<file path="src/rtl/vga_pattern_gen_if.sv">
// Video pattern generator bus: pattern configuration in, aligned video stream out.
interface vga_pattern_gen_if #(
    parameter int COLOR_BITS = 3
);
    logic [1:0]            mode;
    logic [COLOR_BITS-1:0] fg_color;
    logic [COLOR_BITS-1:0] bg_color;
    logic [COLOR_BITS-1:0] pixel;
    logic                  hsync;
    logic                  vsync;
    logic                  de;
    logic                  frame_start;

    // The generator drives the video stream and reads the configuration.
    modport master (
        input  mode, fg_color, bg_color,
        output pixel, hsync, vsync, de, frame_start
    );

    // The consumer / controller side: supplies configuration, watches video.
    modport slave (
        output mode, fg_color, bg_color,
        input  pixel, hsync, vsync, de, frame_start
    );
endinterface

</file>
<file path="src/rtl/vga_pattern_gen.sv">
// Parametrised VGA timing generator with a four-pattern test engine
// (solid, colour bars, checker, bouncing box). Every video output is
// registered one clock after the counters that produced it.
module vga_pattern_gen #(
    parameter int H_ACTIVE   = 640,
    parameter int H_FP       = 16,
    parameter int H_SYNC     = 96,
    parameter int H_BP       = 48,
    parameter int V_ACTIVE   = 480,
    parameter int V_FP       = 10,
    parameter int V_SYNC     = 2,
    parameter int V_BP       = 33,
    parameter bit HSYNC_POL  = 1'b0,
    parameter bit VSYNC_POL  = 1'b0,
    parameter int COLOR_BITS = 3,
    parameter int CHECK_LOG2 = 5,
    parameter int BOX_SIZE   = 32,
    localparam int H_TOTAL   = H_ACTIVE + H_FP + H_SYNC + H_BP,
    localparam int V_TOTAL   = V_ACTIVE + V_FP + V_SYNC + V_BP,
    localparam int XW        = $clog2(H_TOTAL),
    localparam int YW        = $clog2(V_TOTAL)
) (
    input  logic                 clk,
    input  logic                 rst,
    vga_pattern_gen_if.master    vif,
    output logic [XW-1:0]        counter_x,
    output logic [YW-1:0]        counter_y
);

    localparam int BAR_W  = H_ACTIVE >> COLOR_BITS;
    localparam int BAR_PW = (BAR_W > 1) ? $clog2(BAR_W) : 1;

    localparam logic [XW-1:0]         X_LAST   = XW'(H_TOTAL - 1);
    localparam logic [YW-1:0]         Y_LAST   = YW'(V_TOTAL - 1);
    localparam logic [XW:0]           H_ACT_W  = (XW+1)'(H_ACTIVE);
    localparam logic [XW:0]           HS_BEG   = (XW+1)'(H_ACTIVE + H_FP);
    localparam logic [XW:0]           HS_END   = (XW+1)'(H_ACTIVE + H_FP + H_SYNC);
    localparam logic [YW:0]           V_ACT_W  = (YW+1)'(V_ACTIVE);
    localparam logic [YW:0]           VS_BEG   = (YW+1)'(V_ACTIVE + V_FP);
    localparam logic [YW:0]           VS_END   = (YW+1)'(V_ACTIVE + V_FP + V_SYNC);
    localparam logic [XW:0]           BOX_XW   = (XW+1)'(BOX_SIZE);
    localparam logic [YW:0]           BOX_YW   = (YW+1)'(BOX_SIZE);
    localparam logic [XW-1:0]         BX_MAX   = XW'(H_ACTIVE - BOX_SIZE);
    localparam logic [YW-1:0]         BY_MAX   = YW'(V_ACTIVE - BOX_SIZE);
    localparam logic [BAR_PW-1:0]     BAR_END  = BAR_PW'(BAR_W - 1);
    localparam logic [COLOR_BITS-1:0] BAR_LAST = '1;

    // Raster position, latched pattern and box state
    logic [XW-1:0]         cx_q, cx_d;
    logic [YW-1:0]         cy_q, cy_d;
    logic [BAR_PW-1:0]     bar_pos_q, bar_pos_d;
    logic [COLOR_BITS-1:0] bar_idx_q, bar_idx_d;
    logic [1:0]            mode_q, mode_d;
    logic [XW-1:0]         bx_q, bx_d;
    logic [YW-1:0]         by_q, by_d;
    logic                  dx_neg_q, dx_neg_d;
    logic                  dy_neg_q, dy_neg_d;

    // Registered video outputs
    logic [COLOR_BITS-1:0] pixel_q, pixel_d;
    logic                  hsync_q, hsync_d;
    logic                  vsync_q, vsync_d;
    logic                  de_q, de_d;
    logic                  frame_start_q, frame_start_d;

    logic          last_x, last_y, frame_end;
    logic [XW:0]   cx_w;
    logic [YW:0]   cy_w;
    logic          active, in_box;

    assign last_x    = (cx_q == X_LAST);
    assign last_y    = (cy_q == Y_LAST);
    assign frame_end = last_x && last_y;
    assign cx_w      = {1'b0, cx_q};
    assign cy_w      = {1'b0, cy_q};
    assign active    = (cx_w < H_ACT_W) && (cy_w < V_ACT_W);
    assign in_box    = (cx_w >= {1'b0, bx_q}) && (cx_w < ({1'b0, bx_q} + BOX_XW)) &&
                       (cy_w >= {1'b0, by_q}) && (cy_w < ({1'b0, by_q} + BOX_YW));

    // Raster scan: x wraps every line, y steps on each x wrap and wraps per frame
    always_comb begin
        cx_d = cx_q;
        cy_d = cy_q;
        if (last_x) begin
            cx_d = '0;
            cy_d = last_y ? '0 : cy_q + YW'(1);
        end else begin
            cx_d = cx_q + XW'(1);
        end
    end

    // Bar index tracks x in BAR_W steps without a divider; saturates so leftover pixels keep the last bar
    always_comb begin
        bar_pos_d = bar_pos_q;
        bar_idx_d = bar_idx_q;
        if (last_x) begin
            bar_pos_d = '0;
            bar_idx_d = '0;
        end else if (bar_pos_q == BAR_END) begin
            bar_pos_d = '0;
            if (bar_idx_q != BAR_LAST) begin
                bar_idx_d = bar_idx_q + COLOR_BITS'(1);
            end
        end else begin
            bar_pos_d = bar_pos_q + BAR_PW'(1);
        end
    end

    // On the last clock of a frame: move the box (decided by the outgoing mode) and latch the new mode
    always_comb begin
        mode_d   = mode_q;
        bx_d     = bx_q;
        by_d     = by_q;
        dx_neg_d = dx_neg_q;
        dy_neg_d = dy_neg_q;
        if (frame_end) begin
            mode_d = vif.mode;
            if (mode_q == 2'd3) begin
                if (!dx_neg_q) begin
                    if (bx_q == BX_MAX) begin
                        dx_neg_d = 1'b1;
                        bx_d     = bx_q - XW'(1);
                    end else begin
                        bx_d = bx_q + XW'(1);
                    end
                end else begin
                    if (bx_q == '0) begin
                        dx_neg_d = 1'b0;
                        bx_d     = bx_q + XW'(1);
                    end else begin
                        bx_d = bx_q - XW'(1);
                    end
                end
                if (!dy_neg_q) begin
                    if (by_q == BY_MAX) begin
                        dy_neg_d = 1'b1;
                        by_d     = by_q - YW'(1);
                    end else begin
                        by_d = by_q + YW'(1);
                    end
                end else begin
                    if (by_q == '0) begin
                        dy_neg_d = 1'b0;
                        by_d     = by_q + YW'(1);
                    end else begin
                        by_d = by_q - YW'(1);
                    end
                end
            end
        end
    end

    // Decode the current raster position into the next set of video outputs
    always_comb begin
        pixel_d = '0;
        if (active) begin
            case (mode_q)
                2'd0:    pixel_d = vif.fg_color;
                2'd1:    pixel_d = bar_idx_q;
                2'd2:    pixel_d = (cx_q[CHECK_LOG2] ^ cy_q[CHECK_LOG2]) ? vif.fg_color : vif.bg_color;
                default: pixel_d = in_box ? vif.fg_color : vif.bg_color;
            endcase
        end
        hsync_d       = ((cx_w >= HS_BEG) && (cx_w < HS_END)) ? HSYNC_POL : ~HSYNC_POL;
        vsync_d       = ((cy_w >= VS_BEG) && (cy_w < VS_END)) ? VSYNC_POL : ~VSYNC_POL;
        de_d          = active;
        frame_start_d = (cx_q == '0) && (cy_q == '0);
    end

    // State and output registers with asynchronous reset
    always_ff @(posedge clk or posedge rst) begin
        if (rst) begin
            cx_q          <= '0;
            cy_q          <= '0;
            bar_pos_q     <= '0;
            bar_idx_q     <= '0;
            mode_q        <= 2'd0;
            bx_q          <= '0;
            by_q          <= '0;
            dx_neg_q      <= 1'b0;
            dy_neg_q      <= 1'b0;
            pixel_q       <= '0;
            hsync_q       <= ~HSYNC_POL;
            vsync_q       <= ~VSYNC_POL;
            de_q          <= 1'b0;
            frame_start_q <= 1'b0;
        end else begin
            cx_q          <= cx_d;
            cy_q          <= cy_d;
            bar_pos_q     <= bar_pos_d;
            bar_idx_q     <= bar_idx_d;
            mode_q        <= mode_d;
            bx_q          <= bx_d;
            by_q          <= by_d;
            dx_neg_q      <= dx_neg_d;
            dy_neg_q      <= dy_neg_d;
            pixel_q       <= pixel_d;
            hsync_q       <= hsync_d;
            vsync_q       <= vsync_d;
            de_q          <= de_d;
            frame_start_q <= frame_start_d;
        end
    end

    assign vif.pixel       = pixel_q;
    assign vif.hsync       = hsync_q;
    assign vif.vsync       = vsync_q;
    assign vif.de          = de_q;
    assign vif.frame_start = frame_start_q;
    assign counter_x       = cx_q;
    assign counter_y       = cy_q;

endmodule

</file>
<file path="src/flat_wrapper.sv">
// flat-port wrapper written by rule: the top's interface ports become plain ports
module vga_pattern_gen_flat 
#(
    parameter int H_ACTIVE   = 640,
    parameter int H_FP       = 16,
    parameter int H_SYNC     = 96,
    parameter int H_BP       = 48,
    parameter int V_ACTIVE   = 480,
    parameter int V_FP       = 10,
    parameter int V_SYNC     = 2,
    parameter int V_BP       = 33,
    parameter bit HSYNC_POL  = 1'b0,
    parameter bit VSYNC_POL  = 1'b0,
    parameter int COLOR_BITS = 3,
    parameter int CHECK_LOG2 = 5,
    parameter int BOX_SIZE   = 32,
    localparam int H_TOTAL   = H_ACTIVE + H_FP + H_SYNC + H_BP,
    localparam int V_TOTAL   = V_ACTIVE + V_FP + V_SYNC + V_BP,
    localparam int XW        = $clog2(H_TOTAL),
    localparam int YW        = $clog2(V_TOTAL)
)
  (clk, rst, counter_x, counter_y, vif_mode, vif_fg_color, vif_bg_color, vif_pixel, vif_hsync, vif_vsync, vif_de, vif_frame_start);
  vga_pattern_gen_if #(.COLOR_BITS(COLOR_BITS)) vif_i ();
  input  logic clk;
  input  logic rst;
  output logic [XW-1:0] counter_x;
  output logic [YW-1:0] counter_y;
  input wire logic [$bits(vif_i.mode)-1:0] vif_mode;
  input wire logic [$bits(vif_i.fg_color)-1:0] vif_fg_color;
  input wire logic [$bits(vif_i.bg_color)-1:0] vif_bg_color;
  output wire logic [$bits(vif_i.pixel)-1:0] vif_pixel;
  output wire logic [$bits(vif_i.hsync)-1:0] vif_hsync;
  output wire logic [$bits(vif_i.vsync)-1:0] vif_vsync;
  output wire logic [$bits(vif_i.de)-1:0] vif_de;
  output wire logic [$bits(vif_i.frame_start)-1:0] vif_frame_start;
  assign vif_i.mode = vif_mode;
  assign vif_i.fg_color = vif_fg_color;
  assign vif_i.bg_color = vif_bg_color;
  assign vif_pixel = vif_i.pixel;
  assign vif_hsync = vif_i.hsync;
  assign vif_vsync = vif_i.vsync;
  assign vif_de = vif_i.de;
  assign vif_frame_start = vif_i.frame_start;
  vga_pattern_gen #(.H_ACTIVE(H_ACTIVE), .H_FP(H_FP), .H_SYNC(H_SYNC), .H_BP(H_BP), .V_ACTIVE(V_ACTIVE), .V_FP(V_FP), .V_SYNC(V_SYNC), .V_BP(V_BP), .HSYNC_POL(HSYNC_POL), .VSYNC_POL(VSYNC_POL), .COLOR_BITS(COLOR_BITS), .CHECK_LOG2(CHECK_LOG2), .BOX_SIZE(BOX_SIZE)) u_core (.clk(clk), .rst(rst), .vif(vif_i), .counter_x(counter_x), .counter_y(counter_y));
endmodule
</file>
<file path="config.mk">
export PLATFORM = sky130hd
export DESIGN_NAME = vga_pattern_gen_flat
export DESIGN_NICKNAME = d
export VERILOG_FILES = /design/src/rtl/vga_pattern_gen_if.sv /design/src/rtl/vga_pattern_gen.sv /design/src/flat_wrapper.sv
export SDC_FILE = /design/constraint.sdc
export NUM_CORES = 1
export LEC_CHECK = 0
export CORE_MARGIN = 2
export CORE_UTILIZATION = 42
export DETAILED_ROUTE_END_ITERATION = 8
export PLACE_DENSITY = 0.61
export SETUP_SLACK_MARGIN = 0.05
export SLEW_MARGIN = 20
export SYNTH_ARGS = -nofsm -noshare
export SYNTH_HDL_FRONTEND = slang
export SYNTH_SLANG_ARGS = --single-unit
</file>
<file path="constraint.sdc">
create_clock -name clk -period 5.7 [get_ports clk]
set_clock_uncertainty 0.15 [all_clocks]
set_input_delay 1.425 -clock clk [delete_from_list [all_inputs] [get_ports clk]]
set_output_delay 1.425 -clock clk [all_outputs]
set_load 0.005 [all_outputs]
</file>
# Word level (Yosys, flattened, before mapping)
# Cells that the tools add are included.
# Widths: inputs -> output; s select.
# word_totals
register_bits	61
wordCells	86
out_inout_bits	27
# op_classes
bitwise	1
mux	25
eq_ne	9
magnitude_cmp	10
n_reduce_logical	17
add_sub_neg	10
# ops
cell	count
$mux 10	8
$add 10x1->10 const B	4
$logic_not 10->1	4
$eq 10x10->1 const B	3
$add 10x6->11 const B	2
$lt 10x11->1	2
$ge 10x10->1	2
$lt 10x10->1 const B	2
$lt 10x9->1 const B	2
$sub 10x1->10 const B	2
$mux 3	6
$mux 7	2
$eq 10x9->1 const B	1
$ge 10x10->1 const B	1
$ge 10x9->1 const B	1
$pmux 3 s3	1
$logic_and 1x1->1	8
$mux 1	8
$add 7x1->7 const B	1
$eq 7x7->1 const B	1
$eq 2x2->1 const B	2
$reduce_and 2->1	2
$reduce_bool 2->1	2
$add 3x1->3 const B	1
4 further kinds	4

# Longest topological paths before layout
# Gate-level depths: netlist (run 1).
# logic_depth
depth_word	8
mapped_depth	10

# Worst setup path after synthesis (run 1)
# OpenSTA, ideal clock, no wires.
# synth_timing
kind	flip-flop to flip-flop
startpoint	register u_core.by_q[5]
endpoint	register u_core.pixel_q[0], in the netlist u_core.vif.pixel[0]
path_stages_with_launch	11
setup_ns	0.136
setup_slack_ns	3.218
arrival_ns	2.196
synth_period_minus_slack_ns	2.482
required_time_ns	5.414
path_cell_list	dfrtp_1 inv_1 ha_1 inv_1 ha_1 a21o_1 a211oi_1 o21bai_1 o22a_1 o41ai_1 a31oi_1
# synth_between
elab_chain_len	6
word_cells_on_any_way	8
cone_classes	add/sub: 1; order compare: 2; mux: 3; reduce/logical: 2
# synth_rtl
element	line	text
start: declaration	vga_pattern_gen.sv:55	logic [YW-1:0] by_q, by_d;
start signal: assignment	vga_pattern_gen.sv:194	by_q <= by_d;
$add 10x6->11 / $ge 10x10->1 (equally long branches)	vga_pattern_gen.sv:78	(cy_w >= {1'b0, by_q}) && (cy_w < ({1'b0, by_q} + BOX_YW));
$lt 10x11->1 / $logic_and 1x1->1 (equally long branches)	vga_pattern_gen.sv:78, vga_pattern_gen.sv:77	
$logic_and 1x1->1 *	vga_pattern_gen.sv:78	
$mux 3 *	vga_pattern_gen.sv:161	default: pixel_d = in_box ? vif.fg_color : vif.bg_color;
$pmux 3 s3 *	vga_pattern_gen.sv:157	case (mode_q)
$mux 3 *	vga_pattern_gen.sv:156	if (active) begin
via u_core.pixel_d[0]	vga_pattern_gen.sv:60	logic [COLOR_BITS-1:0] pixel_q, pixel_d;
end signal: assignment	vga_pattern_gen.sv:197	pixel_q <= pixel_d;
end: declaration	vga_pattern_gen.sv:60	
# Mark *: on every way through the listed nets, which the timed path passes. The rest lies on a longest branch.
# A chain may end at the register's enable or synchronous reset.

# Worst setup path in the final report (run 1)
# layout_timing
startpoint	register u_core.cx_q[5], in the netlist u_core.counter_x[5]
endpoint	output counter_x[5]
# layout_rtl
element	line	text
start: declaration	vga_pattern_gen.sv:49	logic [XW-1:0] cx_q, cx_d;
start signal: assignment	vga_pattern_gen.sv:173	cx_q <= '0;
start signal: assignment	vga_pattern_gen.sv:188	cx_q <= cx_d;
end: declaration	flat_wrapper.sv:26	output logic [XW-1:0] counter_x;
# No word-level cell between the ends.

==> results of run 1 <==
-- sequential cells by signal (all words and copies together) (netlist names) --
name,cells
u_core.bar_idx_q,3
u_core.vif.de,1
u_core.dy_neg_q,1
u_core.vif.frame_start,1
u_core.counter_x,10
u_core.vif.hsync,1
u_core.counter_y,10
u_core.vif.vsync,1
u_core.bar_pos_q,7
u_core.mode_q,2
u_core.dx_neg_q,1
u_core.bx_q,10
u_core.by_q,10
u_core.vif.pixel,3
-- cell type report --
class	count	area (µm²)	share of cell area
Multi-Input combinational cell	372	2690	0.525
Sequential cell	61	1530	0.299
Timing Repair Buffer	37	368	0.0719
Tap cell	136	170	0.0333
Clock buffer	12	145	0.0284
Inverter	32	120	0.0235
Clock inverter	4	95.1	0.0186
-- kinds of logic (layout without fill, tap and decap cells) --
group | after synthesis | after routing
AO/OA/AOI/OAI | 96 | 96
XOR/XNOR | 37 | 37
adder cells (fa/ha/maj) | 48 | 48
buffers and inverters | 51 | 85
flip-flops | 61 | 61
multiplexers | 12 | 12
AND/OR/NAND/NOR | 179 | 179
-- cell usage after synthesis (6+ instances only) --
| cell type | n |
|---|---|
| a211oi_1 | 6 |
| a21oi_1 | 17 |
| a31oi_1 | 11 |
| and3_1 | 19 |
| clkbuf_1 | 9 |
| dfrtp_1 | 59 |
| ha_1 | 48 |
| inv_1 | 32 |
| mux2i_1 | 7 |
| nand2_1 | 35 |
| nand2b_1 | 7 |
| nand3_1 | 21 |
| nand4_1 | 12 |
| nor2_1 | 29 |
| nor2b_1 | 8 |
| nor3_1 | 13 |
| o21ai_0 | 23 |
| xnor2_1 | 31 |
| xor2_1 | 6 |
-- per-layer routing --
metal,part of all wire,wire [µm]
met1,0.48,5330
met2,0.47,5180
met3,0.031,349
met4,0.020,219
met5,0,0
-- stage by stage --
step                std cells   util
global route              654  0.498
global placement          638  0.474
finish                    654  0.498
detailed placement        638  0.474
floorplan                 484      -
CTS                       654  0.498
-- placed cells by master (no fill, tap or decap), types with 19 or more instances in the layout --
cell type / netlist / routed
dfrtp_1: 59 / 59
ha_1: 48 / 48
clkdlybuf4s50_1: 0 / 36
nand2_1: 35 / 35
inv_1: 32 / 31
xnor2_1: 31 / 31
nor2_1: 29 / 29
o21ai_0: 23 / 23
nand3_1: 21 / 21
and3_1: 19 / 19
-- power breakdown --
| group | leakage [nW] | switching, W | internal (W) |
|---|---|---|---|
| logic | 1.28 | 0.0000136 | 0.0000107 |
| registers | 0.807 | 0.000000766 | 0.000434 |
| clock network | 0.121 | 0.000179 | 0.000302 |
-- worst paths after layout --
check                                                endpoint  cells past startpoint
min in group asynchronous          u_core.by_q[6]$_DFFE_PP0P_                      2
worst min-delay path            u_core.bar_pos_q[0]$_DFF_PP0_                      1
worst min register to register  u_core.bar_pos_q[0]$_DFF_PP0_                      1
max in group asynchronous          u_core.vif.hsync$_DFF_PP1_                      3
worst max register to register     u_core.by_q[3]$_DFFE_PP0P_                      6
worst max-delay path                             counter_x[5]                      1
==> impl_metrics.py, run 1 <==
metrics = {
    "outcome": {
        "status": "finished clean",
    },
    "floorplanning": {
        "start_util": 0.432,
        "core_um2": 10300,
        "rows": 37,
        "die_area_um2": 11400,
        "io_pins": 37,
        "die_h_um": 107,
        "die_w_um": 107,
    },
    "yosys": {
        "syn-num-nets": 542,
        "ys_types": 64,
        "synthFlopType": "dfrtp_1",
        "yosys_warnings": 0,
        "synthSimpleGateAreaFrac": 0.228,
        "muxShareOfSynthArea": 0.0284,
        "ys_ff_latch": 61,
        "synth_edf_count": 0,
        "synth_compound_area_frac": 0.140,
        "yosysTopAreaCell": "dfrtp_1",
        "netlist.area_leader.share": 0.332,
        "synth-xor-area-share": 0.0729,
        "synth-adder-area-share": 0.135,
        "netlist_area_um2": 4440,
        "synthArstFlopShare": 1.00,
        "syn_area_per_cell_um2": 9.18,
        "yosys-top-cells-area": "dfrtp_1, ha_1, xnor2_1",
        "synth_top_family_by_area": "simple AND/OR/NAND/NOR gates",
        "ys_seq_area_frac": 0.344,
        "postSynthCellCount": 484,
    },
    "min_path": {
        "min_from": "u_core.bar_pos_q[0]$_DFF_PP0_",
        "min_path_type": "reg2reg",
    },
    "final_layout": {
        "nets": 571,
        "syn2layout_area_growth_pct": 15.1,
        "drive_gt1_frac": 0.0656,
        "diodes": 0,
        "postLayoutCellArea_um2": 5110,
        "fillerInstances": 997,
    },
    "pwr": {
        "power.leakage_nw": 2.21,
        "p_total_w": 0.000940,
        "p_per_area_nw_per_um2": 184,
        "ir_drop_v": 0.000104,
    },
    "sta": {
        "setup_viol": 0,
        "fin_setup_tns_ns": 0,
        "fmax_mhz": 317,
        "worst_slack_ns": 2.55,
        "hold_violations": 0,
        "maxSlewViolCount": 0,
        "timing.hold.ws_ns": 0.316,
        "layout_min_cycle_time_ns": 3.15,
        "rsz0062_at_grt": "false",
        "worst_pin_slew_ns": 0.765,
        "post-route-period-util": 0.553,
        "relSlewSlack": 0.490,
    },
    "place": {
        "gp_congestion": 0.861,
        "dpl.hpwl_um": 8210,
        "numPortBuffers": 36,
        "place_area_um2": 4870,
        "pre_cts_ws_ns": 2.68,
    },
    "grt": {
        "gr-total-overflow": 0,
        "antenna_found_initial": 0,
        "grt.met3_usage": 0.0353,
        "grt_pass1_vias": 3702,
        "busiest_layer": "met2",
        "grt_max_degree": 32,
        "grt.met1_usage": 0.298,
        "grt_use_met2": 0.324,
        "grtUsageTotal": 0.211,
        "grt_pass1_wl_um": 18900,
    },
    "drt": {
        "vias": 3750,
        "antenna_left": 0,
        "wl_per_cell_um": 16.9,
        "drc": 0,
        "drt-total-wl_um": 11100,
        "routed_via_density": 5.73,
        "drt_iter0_markers": 171,
        "first_pass_iters": 5,
    },
    "critical_path": {
        "cp_cell_sequence": "clkdlybuf4s50_1",
        "timing_worst_setup_path_type": "reg2out",
        "crit_required_ns": 4.12,
        "crit_arrival_ns": 1.57,
        "cpPeakStageDelay_ns": 0.64,
        "r2r_slack_ns": 2.87,
        "cp-end-kind": "output port",
        "slowest_stage": "dfrtp_1",
        "path_buf_inv": 1,
        "crit_fanout": 13,
        "regToRegStartpoint": "u_core.counter_x[1]$_DFF_PP0_",
        "cp-start-kind": "register",
        "crit_family": "flip-flops",
        "crit_start": "u_core.counter_x[5]$_DFF_PP0_",
    },
    "clock_tree": {
        "clock-sinks": 61,
        "cts-buffers-inserted": 9,
        "cts_setup_buffers": 0,
        "cts_hold_buf": 0,
        "cts_tree": "yes",
        "htree_num_levels": 3,
        "clock-root-buffer": "clkbuf_8",
        "clk_latency_ns": 0.35,
        "clkTransAtPathRegs_ns": 0.07,
        "ctsResizeCount": 0,
        "ctsLongestPathBuffers": 2,
    },
    "job": {
        "drv_cap": 0,
    },
}
(Power assumes the default switching activity.)
==> run 2, diff against run 1 <==
- clock period: 5.7 -> 3.1 ns (I/O delays scaled with it)
==> run 2 against run 1 <==
  * Core utilization barely moved
  * Non-clock buffer count rose by 3
  * Largest cell class unchanged
  * Wire length did not move
  * Worst setup slack got worse by 2.3 ns
  * Sequential share of layout area barely moved
  * Cell area barely moved
  * Global-route usage fell by 0.40 points
  * Count of clock-buffer cells in the layout fell by 2
  * Critical path depth rose by 9
==> impl_metrics.py, run 2 (synthesized netlist as in run 1, its figures left out) <==
metrics = {
    "critical_path": {
        "r2r-end": "u_core.vif.pixel[0]$_DFF_PP0_",
        "r2r_slack_ns": 0.27,
        "timing_worst_setup_path_type": "reg2reg",
        "crit_arrival_ns": 2.90,
        "cp-end-kind": "register",
        "crit_fanout": 7,
        "reg2regPathDepth": 10,
        "crit_required_ns": 3.17,
        "regToRegStartpoint": "u_core.by_q[5]$_DFFE_PP0P_",
        "cp-start-kind": "register",
    },
    "job": {
        "drv_cap": 0,
    },
    "clock_tree": {
        "cts-buffers-inserted": 9,
        "htree_num_levels": 3,
        "cts_setup_buffers": 0,
        "cts_hold_buf": 0,
        "ctsResizeCount": 0,
        "clk_latency_ns": 0.36,
        "clkTransAtPathRegs_ns": 0.08,
        "clock-root-buffer": "clkbuf_8",
        "clock-sinks": 61,
        "cts_tree": "yes",
        "ctsLongestPathBuffers": 2,
    },
    "grt": {
        "busiest_layer": "met2",
        "grt_max_degree": 41,
        "grt_pass1_vias": 3677,
        "grtUsageTotal": 0.207,
        "gr-total-overflow": 0,
        "grt_pass1_wl_um": 18400,
        "grt.met1_usage": 0.277,
        "grt_use_met2": 0.333,
        "antenna_found_initial": 0,
        "grt.met3_usage": 0.0407,
    },
    "final_layout": {
        "fin_util": 0.497,
        "register_area_um2": 1530,
        "drive_gt1_frac": 0.0729,
        "syn2layout_area_growth_pct": 15.0,
        "multi_input_area_um2": 2690,
        "layout_commonest_cell": "dfrtp_1",
        "nets": 574,
        "layout_common_cells": "dfrtp_1, ha_1, clkdlybuf4s50_1, nand2_1",
        "diodes": 0,
        "fillerInstances": 1018,
    },
    "sta": {
        "rsz0062_at_grt": "false",
        "fmax_mhz": 353,
        "worst_pin_slew_ns": 0.562,
        "post-route-period-util": 0.913,
        "setup_viol": 0,
        "fin_setup_tns_ns": 0,
        "layout_min_cycle_time_ns": 2.83,
        "relSlewSlack": 0.623,
        "maxSlewViolCount": 0,
        "hold_violations": 0,
    },
    "drt": {
        "drt-total-wl_um": 11100,
        "drt_iter0_markers": 123,
        "first_pass_iters": 4,
        "vias": 3712,
        "antenna_left": 0,
        "drc": 0,
        "routed_via_density": 5.65,
        "wl_per_cell_um": 16.9,
    },
    "min_path": {
        "hold_path_end": "u_core.bar_pos_q[0]$_DFF_PP0_",
        "min_path_type": "reg2reg",
        "hold_depth": 1,
        "min_from": "u_core.bar_pos_q[0]$_DFF_PP0_",
    },
    "pwr": {
        "ir_drop_v": 0.000288,
        "p_per_area_nw_per_um2": 309,
        "power.leakage_nw": 2.20,
        "p_total_w": 0.00158,
    },
    "floorplanning": {
        "die_h_um": 107,
        "die_w_um": 107,
        "die_area_um2": 11400,
        "start_util": 0.432,
        "rows": 37,
        "io_pins": 37,
        "core_um2": 10300,
    },
    "place": {
        "numPortBuffers": 36,
        "gp_congestion": 0.877,
        "dpl.hpwl_um": 8210,
    },
    "outcome": {
        "status": "finished clean",
    },
}
-- run 2: layout make-up --
| class | count | share of cell area |
|---|---|---|
| Clock inverter | 6 | 0.0142 |
| Clock buffer | 10 | 0.0250 |
| Timing Repair Buffer | 40 | 0.0788 |
| Tap cell | 136 | 0.0333 |
| Sequential cell | 61 | 0.299 |
| Multi-Input combinational cell | 372 | 0.526 |
| Inverter | 32 | 0.0235 |
-- run 2: per-layer routing --
| metal | wire length (µm) | share of wire |
|---|---|---|
| met1 | 5180 | 0.47 |
| met5 | 0 | 0 |
| met4 | 208 | 0.019 |
| met2 | 5250 | 0.47 |
| met3 | 444 | 0.040 |
-- run 2: how the worst max path moves through the flow --
stage / startpoint / to / slack, ns
finish: u_core.by_q[5]$_DFFE_PP0P_ / u_core.vif.pixel[0]$_DFF_PP0_ / 0.27
detailed placement: u_core.by_q[5]$_DFFE_PP0P_ / u_core.vif.pixel[0]$_DFF_PP0_ / 0.32
global placement: u_core.by_q[5]$_DFFE_PP0P_ / u_core.vif.pixel[0]$_DFF_PP0_ / 0.51
global route: u_core.by_q[5]$_DFFE_PP0P_ / u_core.vif.pixel[1]$_DFF_PP0_ / 0.15
CTS: u_core.by_q[5]$_DFFE_PP0P_ / u_core.vif.pixel[0]$_DFF_PP0_ / 0.29
floorplan: u_core.by_q[5]$_DFFE_PP0P_ / u_core.vif.pixel[0]$_DFF_PP0_ / 0.62
-- run 2: power breakdown --
group | internal [W] | leakage [nW] | total, W | switching (W)
clock network | 0.000378 | 0.0971 | 0.000733 | 0.000355
registers | 0.000797 | 0.807 | 0.000799 | 0.00000155
logic | 0.0000213 | 1.30 | 0.0000465 | 0.0000252
total | 0.00120 | 2.20 | 0.00158 | 0.000381
-- run 2: worst max-delay path, stage by stage (launching register included) --
cell and delay (ns):
dfrtp_1 0.53, inv_1 0.15, ha_1 0.30, inv_1 0.04, ha_1 0.28, a21o_1 0.19, a211oi_1 0.24, o21bai_1 0.11
o22a_1 0.24, o41ai_1 0.31, a31oi_1 0.15
-- run 2: through the flow --
stage / hold slack, ns / cells / cell area [µm²] / setup slack [ns]
global route: 0.346 / 657 / 5110 / 0.149
detailed placement: 0.305 / 641 / 4910 / 0.318
finish: 0.313 / 657 / 5110 / 0.271
floorplan: 0.274 / 484 / 4440 / 0.618
global placement: 0.296 / 641 / 4910 / 0.506
CTS: 0.316 / 657 / 5110 / 0.289
